==> src/rtl/ip_rx_hdr_check.sv <==
// IPv4 receive header checker: sums and validates the header, latches key fields and forwards
// exactly the payload bytes. Define IP_RX_DST_FILTER_EN to add destination address filtering.
module ip_rx_hdr_check #(
  parameter logic [31:0] LOCAL_IP = 32'hC0A80002
) (
  input  logic        i_clk,
  input  logic        i_rst_n,
  input  logic [7:0]  i_in_data,
  input  logic        i_in_valid,
  input  logic        i_in_sof,
  input  logic        i_in_eof,
  output logic        o_hdr_done,
  output logic        o_hdr_ok,
  output logic        o_err_csum,
  output logic        o_err_fmt,
  output logic        o_err_short,
`ifdef IP_RX_DST_FILTER_EN
  output logic        o_err_dst,
`endif
  output logic [31:0] o_ip_src,
  output logic [31:0] o_ip_dst,
  output logic [7:0]  o_ip_proto,
  output logic [15:0] o_ip_id,
  output logic [15:0] o_ip_len,
  output logic [7:0]  o_pay_data,
  output logic        o_pay_valid,
  output logic        o_pay_last,
  output logic        o_pay_trunc
);

  typedef enum logic [1:0] {StIdle, StHdr, StPay, StDrop} state_e;

  state_e      r_state, w_state_nxt;
  logic [5:0]  r_byte_cnt;
  logic [20:0] r_acc;
  logic [7:0]  r_hi;
  logic [7:0]  r_ver_ihl;
  logic [15:0] r_pay_cnt;

  logic        w_start, w_hdr_byte, w_pay_byte;
  logic        w_vfmt_bad, w_len_bad, w_fmt_bad;
  logic [5:0]  w_hdr_len;
  logic        w_hdr_end, w_short;
  logic [20:0] w_acc_sum;
  logic [16:0] w_f1;
  logic [15:0] w_f2;
  logic        w_pass, w_dst_ok, w_ok;
  logic [15:0] w_pay_len;
  logic        w_pay_end;

  assign w_start    = i_in_valid & i_in_sof;
  assign w_hdr_byte = i_in_valid & ~i_in_sof & (r_state == StHdr);
  assign w_pay_byte = i_in_valid & ~i_in_sof & (r_state == StPay);

  // A malformed version/IHL still consumes a minimal 20-byte header before the verdict.
  assign w_vfmt_bad = (r_ver_ihl[7:4] != 4'd4) | (r_ver_ihl[3:0] < 4'd5);
  assign w_hdr_len  = w_vfmt_bad ? 6'd20 : {r_ver_ihl[3:0], 2'b00};
  assign w_len_bad  = r_ip_len_lt();
  assign w_fmt_bad  = w_vfmt_bad | w_len_bad;
  assign w_pay_len  = o_ip_len - {10'd0, w_hdr_len};

  function automatic logic r_ip_len_lt();
    return o_ip_len < {10'd0, w_hdr_len};
  endfunction

  assign w_hdr_end = w_hdr_byte & (r_byte_cnt == w_hdr_len - 6'd1);
  assign w_short   = w_hdr_byte & i_in_eof & ~w_hdr_end;

  assign w_acc_sum = r_acc + {5'd0, r_hi, i_in_data};
  assign w_f1      = {1'b0, w_acc_sum[15:0]} + {12'd0, w_acc_sum[20:16]};
  assign w_f2      = w_f1[15:0] + {15'd0, w_f1[16]};
  assign w_pass    = (w_f2 == 16'hFFFF);

`ifdef IP_RX_DST_FILTER_EN
  logic [31:0] w_dst_full;
  // The last destination byte may arrive on the header-end cycle itself.
  assign w_dst_full = (r_byte_cnt == 6'd19) ? {o_ip_dst[31:8], i_in_data} : o_ip_dst;
  assign w_dst_ok   = (w_dst_full == LOCAL_IP) | (w_dst_full == 32'hFFFF_FFFF);
`else
  logic w_unused_local_ip;
  assign w_unused_local_ip = ^LOCAL_IP;
  assign w_dst_ok          = 1'b1;
`endif

  assign w_ok      = w_pass & ~w_fmt_bad & w_dst_ok;
  assign w_pay_end = (r_pay_cnt == 16'd1);

  always_ff @(posedge i_clk or negedge i_rst_n) begin
    if (!i_rst_n) begin
      r_state <= StIdle;
    end else begin
      r_state <= w_state_nxt;
    end
  end

  always_comb begin
    w_state_nxt = r_state;
    if (w_start) begin
      w_state_nxt = StHdr;
    end else begin
      unique case (r_state)
        StIdle: w_state_nxt = StIdle;
        StHdr: begin
          if (w_short) begin
            w_state_nxt = StIdle;
          end else if (w_hdr_end) begin
            if (i_in_eof)                         w_state_nxt = StIdle;
            else if (w_ok && w_pay_len != 16'd0)  w_state_nxt = StPay;
            else                                  w_state_nxt = StDrop;
          end
        end
        StPay: begin
          if (w_pay_byte) begin
            if (w_pay_end)     w_state_nxt = i_in_eof ? StIdle : StDrop;
            else if (i_in_eof) w_state_nxt = StIdle;
          end
        end
        StDrop: begin
          if (i_in_valid && i_in_eof) w_state_nxt = StIdle;
        end
        default: w_state_nxt = StIdle;
      endcase
    end
  end

  always_ff @(posedge i_clk or negedge i_rst_n) begin
    if (!i_rst_n) begin
      r_byte_cnt  <= '0;
      r_acc       <= '0;
      r_hi        <= '0;
      r_ver_ihl   <= '0;
      r_pay_cnt   <= '0;
      o_hdr_done  <= 1'b0;
      o_hdr_ok    <= 1'b0;
      o_err_csum  <= 1'b0;
      o_err_fmt   <= 1'b0;
      o_err_short <= 1'b0;
`ifdef IP_RX_DST_FILTER_EN
      o_err_dst   <= 1'b0;
`endif
      o_ip_src    <= '0;
      o_ip_dst    <= '0;
      o_ip_proto  <= '0;
      o_ip_id     <= '0;
      o_ip_len    <= '0;
      o_pay_data  <= '0;
      o_pay_valid <= 1'b0;
      o_pay_last  <= 1'b0;
      o_pay_trunc <= 1'b0;
    end else begin
      o_hdr_done  <= 1'b0;
      o_pay_valid <= 1'b0;
      o_pay_last  <= 1'b0;
      o_pay_trunc <= 1'b0;
      if (w_start) begin
        r_byte_cnt <= 6'd1;
        r_acc      <= '0;
        r_hi       <= i_in_data;
        r_ver_ihl  <= i_in_data;
        r_pay_cnt  <= '0;
      end else if (w_hdr_byte) begin
        r_byte_cnt <= r_byte_cnt + 6'd1;
        if (r_byte_cnt[0]) r_acc <= w_acc_sum;
        else               r_hi  <= i_in_data;
        case (r_byte_cnt)
          6'd2:  o_ip_len[15:8]   <= i_in_data;
          6'd3:  o_ip_len[7:0]    <= i_in_data;
          6'd4:  o_ip_id[15:8]    <= i_in_data;
          6'd5:  o_ip_id[7:0]     <= i_in_data;
          6'd9:  o_ip_proto       <= i_in_data;
          6'd12: o_ip_src[31:24]  <= i_in_data;
          6'd13: o_ip_src[23:16]  <= i_in_data;
          6'd14: o_ip_src[15:8]   <= i_in_data;
          6'd15: o_ip_src[7:0]    <= i_in_data;
          6'd16: o_ip_dst[31:24]  <= i_in_data;
          6'd17: o_ip_dst[23:16]  <= i_in_data;
          6'd18: o_ip_dst[15:8]   <= i_in_data;
          6'd19: o_ip_dst[7:0]    <= i_in_data;
          default: ;
        endcase
        if (w_hdr_end) begin
          o_hdr_done  <= 1'b1;
          o_hdr_ok    <= w_ok;
          o_err_csum  <= ~w_pass;
          o_err_fmt   <= w_fmt_bad;
          o_err_short <= 1'b0;
`ifdef IP_RX_DST_FILTER_EN
          o_err_dst   <= ~w_dst_ok;
`endif
          r_pay_cnt   <= w_pay_len;
        end else if (w_short) begin
          o_hdr_done  <= 1'b1;
          o_hdr_ok    <= 1'b0;
          o_err_csum  <= 1'b0;
          o_err_fmt   <= 1'b0;
          o_err_short <= 1'b1;
`ifdef IP_RX_DST_FILTER_EN
          o_err_dst   <= 1'b0;
`endif
        end
      end else if (w_pay_byte) begin
        o_pay_valid <= 1'b1;
        o_pay_data  <= i_in_data;
        r_pay_cnt   <= r_pay_cnt - 16'd1;
        o_pay_last  <= w_pay_end | i_in_eof;
        o_pay_trunc <= i_in_eof & ~w_pay_end;
      end
    end
  end

endmodule
==> config.mk <==
export PLATFORM = sky130hd
export DESIGN_NAME = ip_rx_hdr_check
export DESIGN_NICKNAME = d
export VERILOG_FILES = /design/src/rtl/ip_rx_hdr_check.sv
export SDC_FILE = /design/constraint.sdc
export NUM_CORES = 1
export LEC_CHECK = 0
export CAP_MARGIN = 5
export CORE_MARGIN = 3
export CORE_UTILIZATION = 52
export CTS_BUF_LIST = sky130_fd_sc_hd__clkbuf_8
export DETAILED_ROUTE_END_ITERATION = 10
export PLACE_DENSITY = 0.8
export SLEW_MARGIN = 20
export SYNTH_ARGS = -nofsm -noshare
export SYNTH_HDL_FRONTEND = slang
export SYNTH_SLANG_ARGS = --single-unit
==> constraint.sdc <==
create_clock -name i_clk -period 5.8 [get_ports i_clk]
set_clock_uncertainty 0.05 [all_clocks]
set_input_delay 0.58 -clock i_clk [delete_from_list [all_inputs] [get_ports i_clk]]
set_output_delay 0.58 -clock i_clk [all_outputs]
set_load 0.02 [all_outputs]
==> impl_metrics.env, run 1 <==
export IMPL_outcome="finished clean"
export IMPL_setup_violations=0
export IMPL_power_density_nw_per_um2=425.9
export IMPL_postSynthNetCount=964
export IMPL_irDropWorstVdd_v=0.0002341
export IMPL_grt_setup_unrepaired="true"
export IMPL_floorplan_initialDensity=0.5415
export IMPL_timing_setup_critical_path_class="in -> reg"
export IMPL_synthTopCellsByCount="sky130_fd_sc_hd__dfrtp_1, sky130_fd_sc_hd__mux2_2, sky130_fd_sc_hd__nand2_1, sky130_fd_sc_hd__o21ai_0, sky130_fd_sc_hd__nor2_1"
export IMPL_placementRows=48
export IMPL_avgViaCountPerCell=5.863
export IMPL_postSynthRegisterBits=181
export IMPL_final_layout_size_suffix_gt1_frac=0.2396
export IMPL_cts_made_buffers=17
export IMPL_cellInternalPower_w=0.002968
export IMPL_post_synth_main_area_contributors="sky130_fd_sc_hd__dfrtp_1, sky130_fd_sc_hd__mux2_2, sky130_fd_sc_hd__ha_1, sky130_fd_sc_hd__nand2_1, sky130_fd_sc_hd__o21ai_0"
export IMPL_synth_compound_area_frac=0.1234
export IMPL_layout_filler_cells=1326
export IMPL_synth_cell_type_count=66
export IMPL_count_of_flip_flops_with_a_built_in_enable_after_synthesis=0
export IMPL_crit_reg2reg_launch="r_acc[7]"
export IMPL_chipHeight_um=141.4
export IMPL_startpoint_type="input port"
export IMPL_drt_pass1_iterations=6
export IMPL_grt_remaining_overflow=0
export IMPL_ff2ff_path_depth=26
export IMPL_cp_required_ps=6110
export IMPL_grt_pass1_wl_um=42370
export IMPL_final_period_utilization=0.9970
export IMPL_critical_path_max_stage_delay_ps=580
export IMPL_clkPwrFrac=0.162
export IMPL_largest_family_of_logic_cells_by_synthesized_area="simple AND/OR/NAND/NOR gates"
export IMPL_first_global_vias=7993
export IMPL_fin_util=0.6874
export IMPL_tritoncts="done"
export IMPL_avgRoutedWirePerCell_um=19.33
export IMPL_ioPinCount=133
export IMPL_timing_max_transition_violations_final=0
export IMPL_totalPowerFinal_w=0.005151
export IMPL_htreeDepth=4
export IMPL_worstPathMaxFanout=6
export IMPL_holdCritPathClass="in -> async"
export IMPL_antenna_cells_inserted=0
export IMPL_place_congestion=0.8848
export IMPL_place_port_buffers=132
export IMPL_final_hold_viol_count=0
export IMPL_synth_top_cell_by_area="sky130_fd_sc_hd__dfrtp_1"
export IMPL_nets=1146
export IMPL_cts_path_max_buffers=2
export IMPL_synth_adder_area_share=0.05488
export IMPL_residual_antenna_violating_net_count_after_detailed_routing=0
export IMPL_switchingPower_w=0.002183
export IMPL_design_core_area_um2=17600
export IMPL_syn_area_um2=9529
export IMPL_postSynth_topFlopCell="sky130_fd_sc_hd__dfrtp_1"
export IMPL_antenna_found_initial=0
export IMPL_clock_sinks=181
export IMPL_avgSynthCellArea_um2=10.46
export IMPL_remaining_drc_errors=0
export IMPL_clkLatencyLatePin_ps=480
export IMPL_synth_simple_gate_area_frac=0.1485
export IMPL_timing_critical_path_slowest_stage_cell="sky130_fd_sc_hd__clkdlybuf4s50_1"
export IMPL_design_die_area_um2=19990
export IMPL_regArea_um2=4529
export IMPL_synthCells=911
export IMPL_critPathBufInv=2
export IMPL_final_period_minus_worst_setup_slack_ps=5782
export IMPL_grt_use_total=0.2649
export IMPL_combPwrFrac=0.503
export IMPL_floorplan_die_width_um=141.4
export IMPL_maxSlewHeadroom=0.3501
export IMPL_worst_slew_pin_transition_ps=972.3
export IMPL_synth_yosys_seq_area_share=0.4753
export IMPL_worst_r2r_endpoint="r_state[0]"
export IMPL_synth_async_sr_flop_share=1.000
export IMPL_crit_family="simple AND/OR/NAND/NOR gates"
export IMPL_static_leakage_power_nw=5.645
export IMPL_clockRootBuffer="sky130_fd_sc_hd__clkbuf_8"
export IMPL_multi_input_area_um2=4957
export IMPL_rrSetupSlack_ps=40
export IMPL_max_freq_mhz=172.9
export IMPL_synth_top_cell_area_share=0.4753
export IMPL_synth_xor_xnor_area_share=0.03676
export IMPL_timing_critical_path_to_type="register"
export IMPL_max_cap_violations=0
export IMPL_vias=7803
export IMPL_synth_most_common_cell="sky130_fd_sc_hd__dfrtp_1"
export IMPL_synth_area_mux_share=0.1343
export IMPL_detailedRoute_firstIterationViolations=558
export IMPL_power_share_switching=0.4238
export IMPL_largest_net_degree_at_the_start_of_global_routing=73
export IMPL_place_detailed_hpwl_um=17960
export IMPL_areaGrowthSynthToFinish_pct=26.93
export IMPL_clkTransAtPathRegs_ps=110
export IMPL_seq_power_share=0.335
export IMPL_yosys_warnings=0
export IMPL_postRouteWirelength_um=25730
export IMPL_worst_endpoint_arrival_ps=6090
## cells in the final DEF (no fill, tap or decap), drive strengths merged, types with 4 or more instances in the layout
cell and instances:
a21o 11, a31oi 6, or2 6, nand3 31
and3 4, ha 37, nand4 4, xnor2 22
nor3 18, a2111oi 4, nor2 47, o21ai 71
or3 7, o31ai 7, clkinv 6, buf 73
nand2b 10, nor4 16, dlygate4sd2 5, nor3b 7
a21oi 41, nand2 105, inv 32, a211oi 8
nor2b 6, and2 6, xor2 18, mux2 111
dfrtp 181, o211ai 7, nor4b 5, clkbuf 17
clkdlybuf4s50 126, or4 4
## cell families after synthesis
kind of cell,after synthesis
AO/OA/AOI/OAI,184
flip-flops,181
buffers and inverters,65
XOR/XNOR,40
adder cells (fa/ha/maj),40
AND/OR/NAND/NOR,287
multiplexers,114
## per-stage QoR
step	hold slack, ps	std cells	TNS (ps)	area [um^2]	worst slack (ps)
floorplan	234.4	911	-231.8	9635	-100.9
global placement	404.4	1289	-1901	11530	-647.2
detailed placement	416.1	1289	-2213	11540	-755.7
CTS	45.57	1326	-33.66	12000	-33.66
global route	56.92	1331	-824.9	12100	-306.7
finish	24.27	1331	0	12100	17.50
## how the worst max path moves through the flow
stage                      start         end  depth (start not counted)
global placement    i_in_data[0]  o_err_csum                         29
finish              i_in_data[5]  r_state[0]                         26
detailed placement  i_in_data[0]  o_err_csum                         29
global route            r_acc[7]  r_state[0]                         26
CTS                     r_acc[7]  o_err_csum                         26
floorplan           i_in_data[1]  o_err_csum                         28
## power by group through the flow
stage | logic [W] | clock network [W] | registers, W
after floorplan | 0.00152 | 0 | 0.00181
after global placement | 0.00241 | 0 | 0.00173
after detailed placement | 0.00245 | 0 | 0.00174
after CTS | 0.00251 | 0.000849 | 0.00172
after global routing | 0.00283 | 0.000895 | 0.00176
final | 0.00259 | 0.000834 | 0.00173
## registers in the layout, indices dropped and copies added, names as in the netlist, 2 cells and up
register / count
o_ip_dst: 32
o_ip_src: 32
r_acc: 21
o_ip_id: 16
o_ip_len: 16
r_pay_cnt: 16
o_ip_proto: 8
o_pay_data: 8
r_hi: 8
r_ver_ihl: 8
r_byte_cnt: 6
r_state: 2
## metal layers
layer,up-vias,GRT usage,wire length (um)
li1,3641,-,-
met1,3855,0.3494,11130
met2,258,0.4229,11920
met3,49,0.08662,2079
met4,0,0.07475,595
met5,-,0,0
## repair_timing
item                       in CTS  in global routing
resized for setup              16                  9
buffers inserted                5                  5
hold buffers                    0                  0
setup endpoints to repair       3                  3
pin swaps                      24                  9
## worst register-to-register path: stages (launching register included)
cell and delay (ps):
sky130_fd_sc_hd__dfrtp_1 420, sky130_fd_sc_hd__ha_4 230, sky130_fd_sc_hd__a21o_1 210, sky130_fd_sc_hd__a31o_2 220
sky130_fd_sc_hd__or3_4 360, sky130_fd_sc_hd__o211a_1 240, sky130_fd_sc_hd__o2111ai_2 220, sky130_fd_sc_hd__nand2_2 120
sky130_fd_sc_hd__xor2_2 140, sky130_fd_sc_hd__ha_2 210, sky130_fd_sc_hd__inv_2 40, sky130_fd_sc_hd__fa_2 330
sky130_fd_sc_hd__nand2b_4 160, sky130_fd_sc_hd__a21oi_4 150, sky130_fd_sc_hd__o21ai_2 70, sky130_fd_sc_hd__or4_4 420
sky130_fd_sc_hd__or4_1 410, sky130_fd_sc_hd__nor2_1 130, sky130_fd_sc_hd__ha_2 210, sky130_fd_sc_hd__ha_4 130
sky130_fd_sc_hd__and4_4 210, sky130_fd_sc_hd__a21oi_1 70, sky130_fd_sc_hd__o21a_1 210, sky130_fd_sc_hd__nor3_2 150
sky130_fd_sc_hd__o211ai_1 170, sky130_fd_sc_hd__nor4_1 290, sky130_fd_sc_hd__a21oi_1 90
## cell type report
type | count | share of cell area
Timing Repair Buffer | 204 | 0.1538
Multi-Input combinational cell | 665 | 0.4098
Clock inverter | 15 | 0.01179
Sequential cell | 181 | 0.3745
Inverter | 24 | 0.007448
Tap cell | 225 | 0.02327
Clock buffer | 17 | 0.01934
Note: power is estimated with default switching activity, not from simulation.
==> run 2: changes to the inputs <==
--- a/config.mk
+++ b/config.mk
@@ -6,9 +6,10 @@
 export NUM_CORES = 1
 export LEC_CHECK = 0
 export CAP_MARGIN = 5
-export CORE_MARGIN = 3
+export CORE_MARGIN = 1.5
 export CORE_UTILIZATION = 52
 export CTS_BUF_LIST = sky130_fd_sc_hd__clkbuf_8
+export CTS_CLUSTER_DIAMETER = 30
 export DETAILED_ROUTE_END_ITERATION = 10
 export PLACE_DENSITY = 0.8
 export SLEW_MARGIN = 20
==> run 2 against run 1 <==
Compared with the run above: the flow now finishes with violations (negative setup slack); critical path type is now reg -> reg; register-to-register slack worse by 90 ps; global-route usage about the same; die area down 4.2%; clock-buffer cell count is the same; first-iteration DRC count increased by 15%; via count up 0.54%.
==> impl_metrics.env, run 2 (synthesis gave the netlist of run 1 again) <==
export IMPL_holdCritPathClass="in -> async"
export IMPL_worst_r2r_endpoint="o_err_csum"
export IMPL_layoutNonFillerInstCount=1338
export IMPL_grt_setup_unrepaired="true"
export IMPL_floorplan_initialDensity=0.5305
export IMPL_clkTransAtPathRegs_ps=110
export IMPL_static_leakage_power_nw=5.692
export IMPL_layout_cells_most_common="sky130_fd_sc_hd__dfrtp_1"
export IMPL_crit_family="simple AND/OR/NAND/NOR gates"
export IMPL_chipHeight_um=138.4
export IMPL_clock_sinks=181
export IMPL_worst_endpoint_arrival_ps=6160
export IMPL_timing_critical_path_slowest_stage_cell="sky130_fd_sc_hd__or4_4"
export IMPL_ioPinCount=133
export IMPL_timing_max_transition_violations_final=0
export IMPL_setup_violations=2
export IMPL_avgRoutedWirePerCell_um=18.74
export IMPL_max_freq_mhz=170.9
export IMPL_place_congestion=0.9398
export IMPL_maxSlewHeadroom=0.2896
export IMPL_design_core_area_um2=17960
export IMPL_place_port_buffers=132
export IMPL_worst_slack_ps=-51.97
export IMPL_final_hold_viol_count=0
export IMPL_max_cap_violations=0
export IMPL_detailedRoute_firstIterationViolations=641
export IMPL_rrSetupSlack_ps=-50
export IMPL_residual_antenna_violating_net_count_after_detailed_routing=0
export IMPL_antenna_cells_inserted=0
export IMPL_grt_remaining_overflow=0
export IMPL_finalSetupTns_ps=-93.67
export IMPL_worst_slew_pin_transition_ps=1060
export IMPL_timing_critical_path_to_type="register"
export IMPL_worstSetupPathDepth=28
export IMPL_final_layout_size_suffix_gt1_frac=0.2444
export IMPL_final_period_minus_worst_setup_slack_ps=5852
export IMPL_place_detailed_hpwl_um=17510
export IMPL_power_density_nw_per_um2=429.8
export IMPL_remaining_drc_errors=0
export IMPL_grt_pass1_wl_um=40880
export IMPL_worstPathMaxFanout=3
export IMPL_cts_path_max_buffers=2
export IMPL_biggestRegsByFlops="o_ip_dst: 32 flops, o_ip_src: 32 flops, r_acc: 21 flops"
export IMPL_layout_filler_cells=1343
export IMPL_totalPowerFinal_w=0.005230
export IMPL_final_period_utilization=1.009
export IMPL_outcome="complete, but fails checks"
export IMPL_design_die_area_um2=19150
export IMPL_nets=1149
export IMPL_ff2ff_path_depth=28
export IMPL_preCtsSetupSlack_ps=-860.4
export IMPL_placed_cells_incl_taps=1295
export IMPL_irDropWorstVdd_v=0.0002720
export IMPL_critPathBufInv=3
export IMPL_startpoint_type="register"
export IMPL_critical_path_max_stage_delay_ps=430
export IMPL_endpoint="o_err_csum"
export IMPL_postRouteWirelength_um=25080
export IMPL_clkLatencyLatePin_ps=480
export IMPL_timing_setup_critical_path_class="reg -> reg"
export IMPL_most_common_layout_cells="sky130_fd_sc_hd__dfrtp_1, sky130_fd_sc_hd__clkdlybuf4s50_1, sky130_fd_sc_hd__mux2_2, sky130_fd_sc_hd__nand2_1, sky130_fd_sc_hd__buf_4"
export IMPL_cts_made_buffers=17
export IMPL_htreeDepth=4
export IMPL_clockRootBuffer="sky130_fd_sc_hd__clkbuf_8"
export IMPL_crit_reg2reg_launch="r_acc[0]"
export IMPL_drt_pass1_iterations=7
export IMPL_failing_checks="negative setup slack"
export IMPL_cp_required_ps=6110
export IMPL_placementRows=49
export IMPL_grt_use_total=0.2644
export IMPL_vias=7845
export IMPL_antenna_found_initial=0
export IMPL_floorplan_die_width_um=138.4
export IMPL_largest_net_degree_at_the_start_of_global_routing=75
export IMPL_timing_critical_path_mode_cell="sky130_fd_sc_hd__ha_2"
export IMPL_avgViaCountPerCell=5.863
export IMPL_worstSetupStartpoint="r_acc[0]"
export IMPL_first_global_vias=7965
export IMPL_tritoncts="done"
export IMPL_areaGrowthSynthToFinish_pct=27.71
## run 2: changes by cell type in the layout (fill, tap and decap cells not counted), sizes merged
| cell | previous run | this run |
|---|---|---|
| buf | 73 | 76 |
| clkdlybuf4s50 | 126 | 124 |
| clkinv | 6 | 3 |
| dlymetal6s2s | 0 | 2 |
| inv | 32 | 35 |
## run 2: repair_timing
| item | CTS | global route |
|---|---|---|
| pin swaps | 23 | 11 |
| hold buffers | 0 | 0 |
| gates resized for setup | 16 | 12 |
| setup endpoints to repair | 3 | 3 |
| buffers inserted | 4 | 7 |
| cloned | 0 | 0 |
## run 2: routing by layer
metal | vias up | track usage | part of all wire
met5 | - | 0 | 0
met4 | 0 | 0.07645 | 0.017
li1 | 3646 | - | -
met2 | 312 | 0.4221 | 0.47
met3 | 33 | 0.08244 | 0.084
met1 | 3854 | 0.3489 | 0.43
## run 2: metrics by stage
| stage | instance area (um^2) | hold slack (ps) | utilization |
|---|---|---|---|
| 3_5_place_dp | 11550 | 415.7 | 0.6432 |
| 4_1_cts | 12070 | 18.33 | 0.6719 |
| 5_1_grt | 12170 | 44.78 | 0.6774 |
| 6_report | 12170 | 12.23 | 0.6774 |
| 2_1_floorplan | 9635 | 234.4 | - |
| 3_3_place_gp | 11550 | 405.1 | 0.6432 |
## run 2: power by group
part	internal [W]	leakage, nW	switching (W)
clock	0.000342	0.209	0.000563
combinational	0.00116	3.04	0.00144
sequential	0.00149	2.44	0.000234
total	0.00299	5.69	0.00224
## run 2: cell type report
cell class / count / area [um^2] / share of cell area
Multi-Input combinational cell: 665 / 4957 / 0.4074
Sequential cell: 181 / 4529 / 0.3722
Timing Repair Buffer: 207 / 1884 / 0.1548
Tap cell: 229 / 286.5 / 0.02355
Clock buffer: 17 / 234.0 / 0.01923
Clock inverter: 15 / 187.7 / 0.01542
Inverter: 24 / 90.09 / 0.007403
## run 2: worst min-delay path by stage
stage	from	end	slack [ps]	cells past startpoint
3_3_place_gp	r_pay_cnt[9]	r_pay_cnt[9]	410	2
4_1_cts	i_rst_n	r_acc[5]	20	1
6_report	i_rst_n	r_acc[5]	10	1
2_1_floorplan	i_rst_n	o_err_csum	230	0
3_5_place_dp	r_ver_ihl[4]	r_ver_ihl[4]	420	2
5_1_grt	i_rst_n	r_acc[5]	40	1
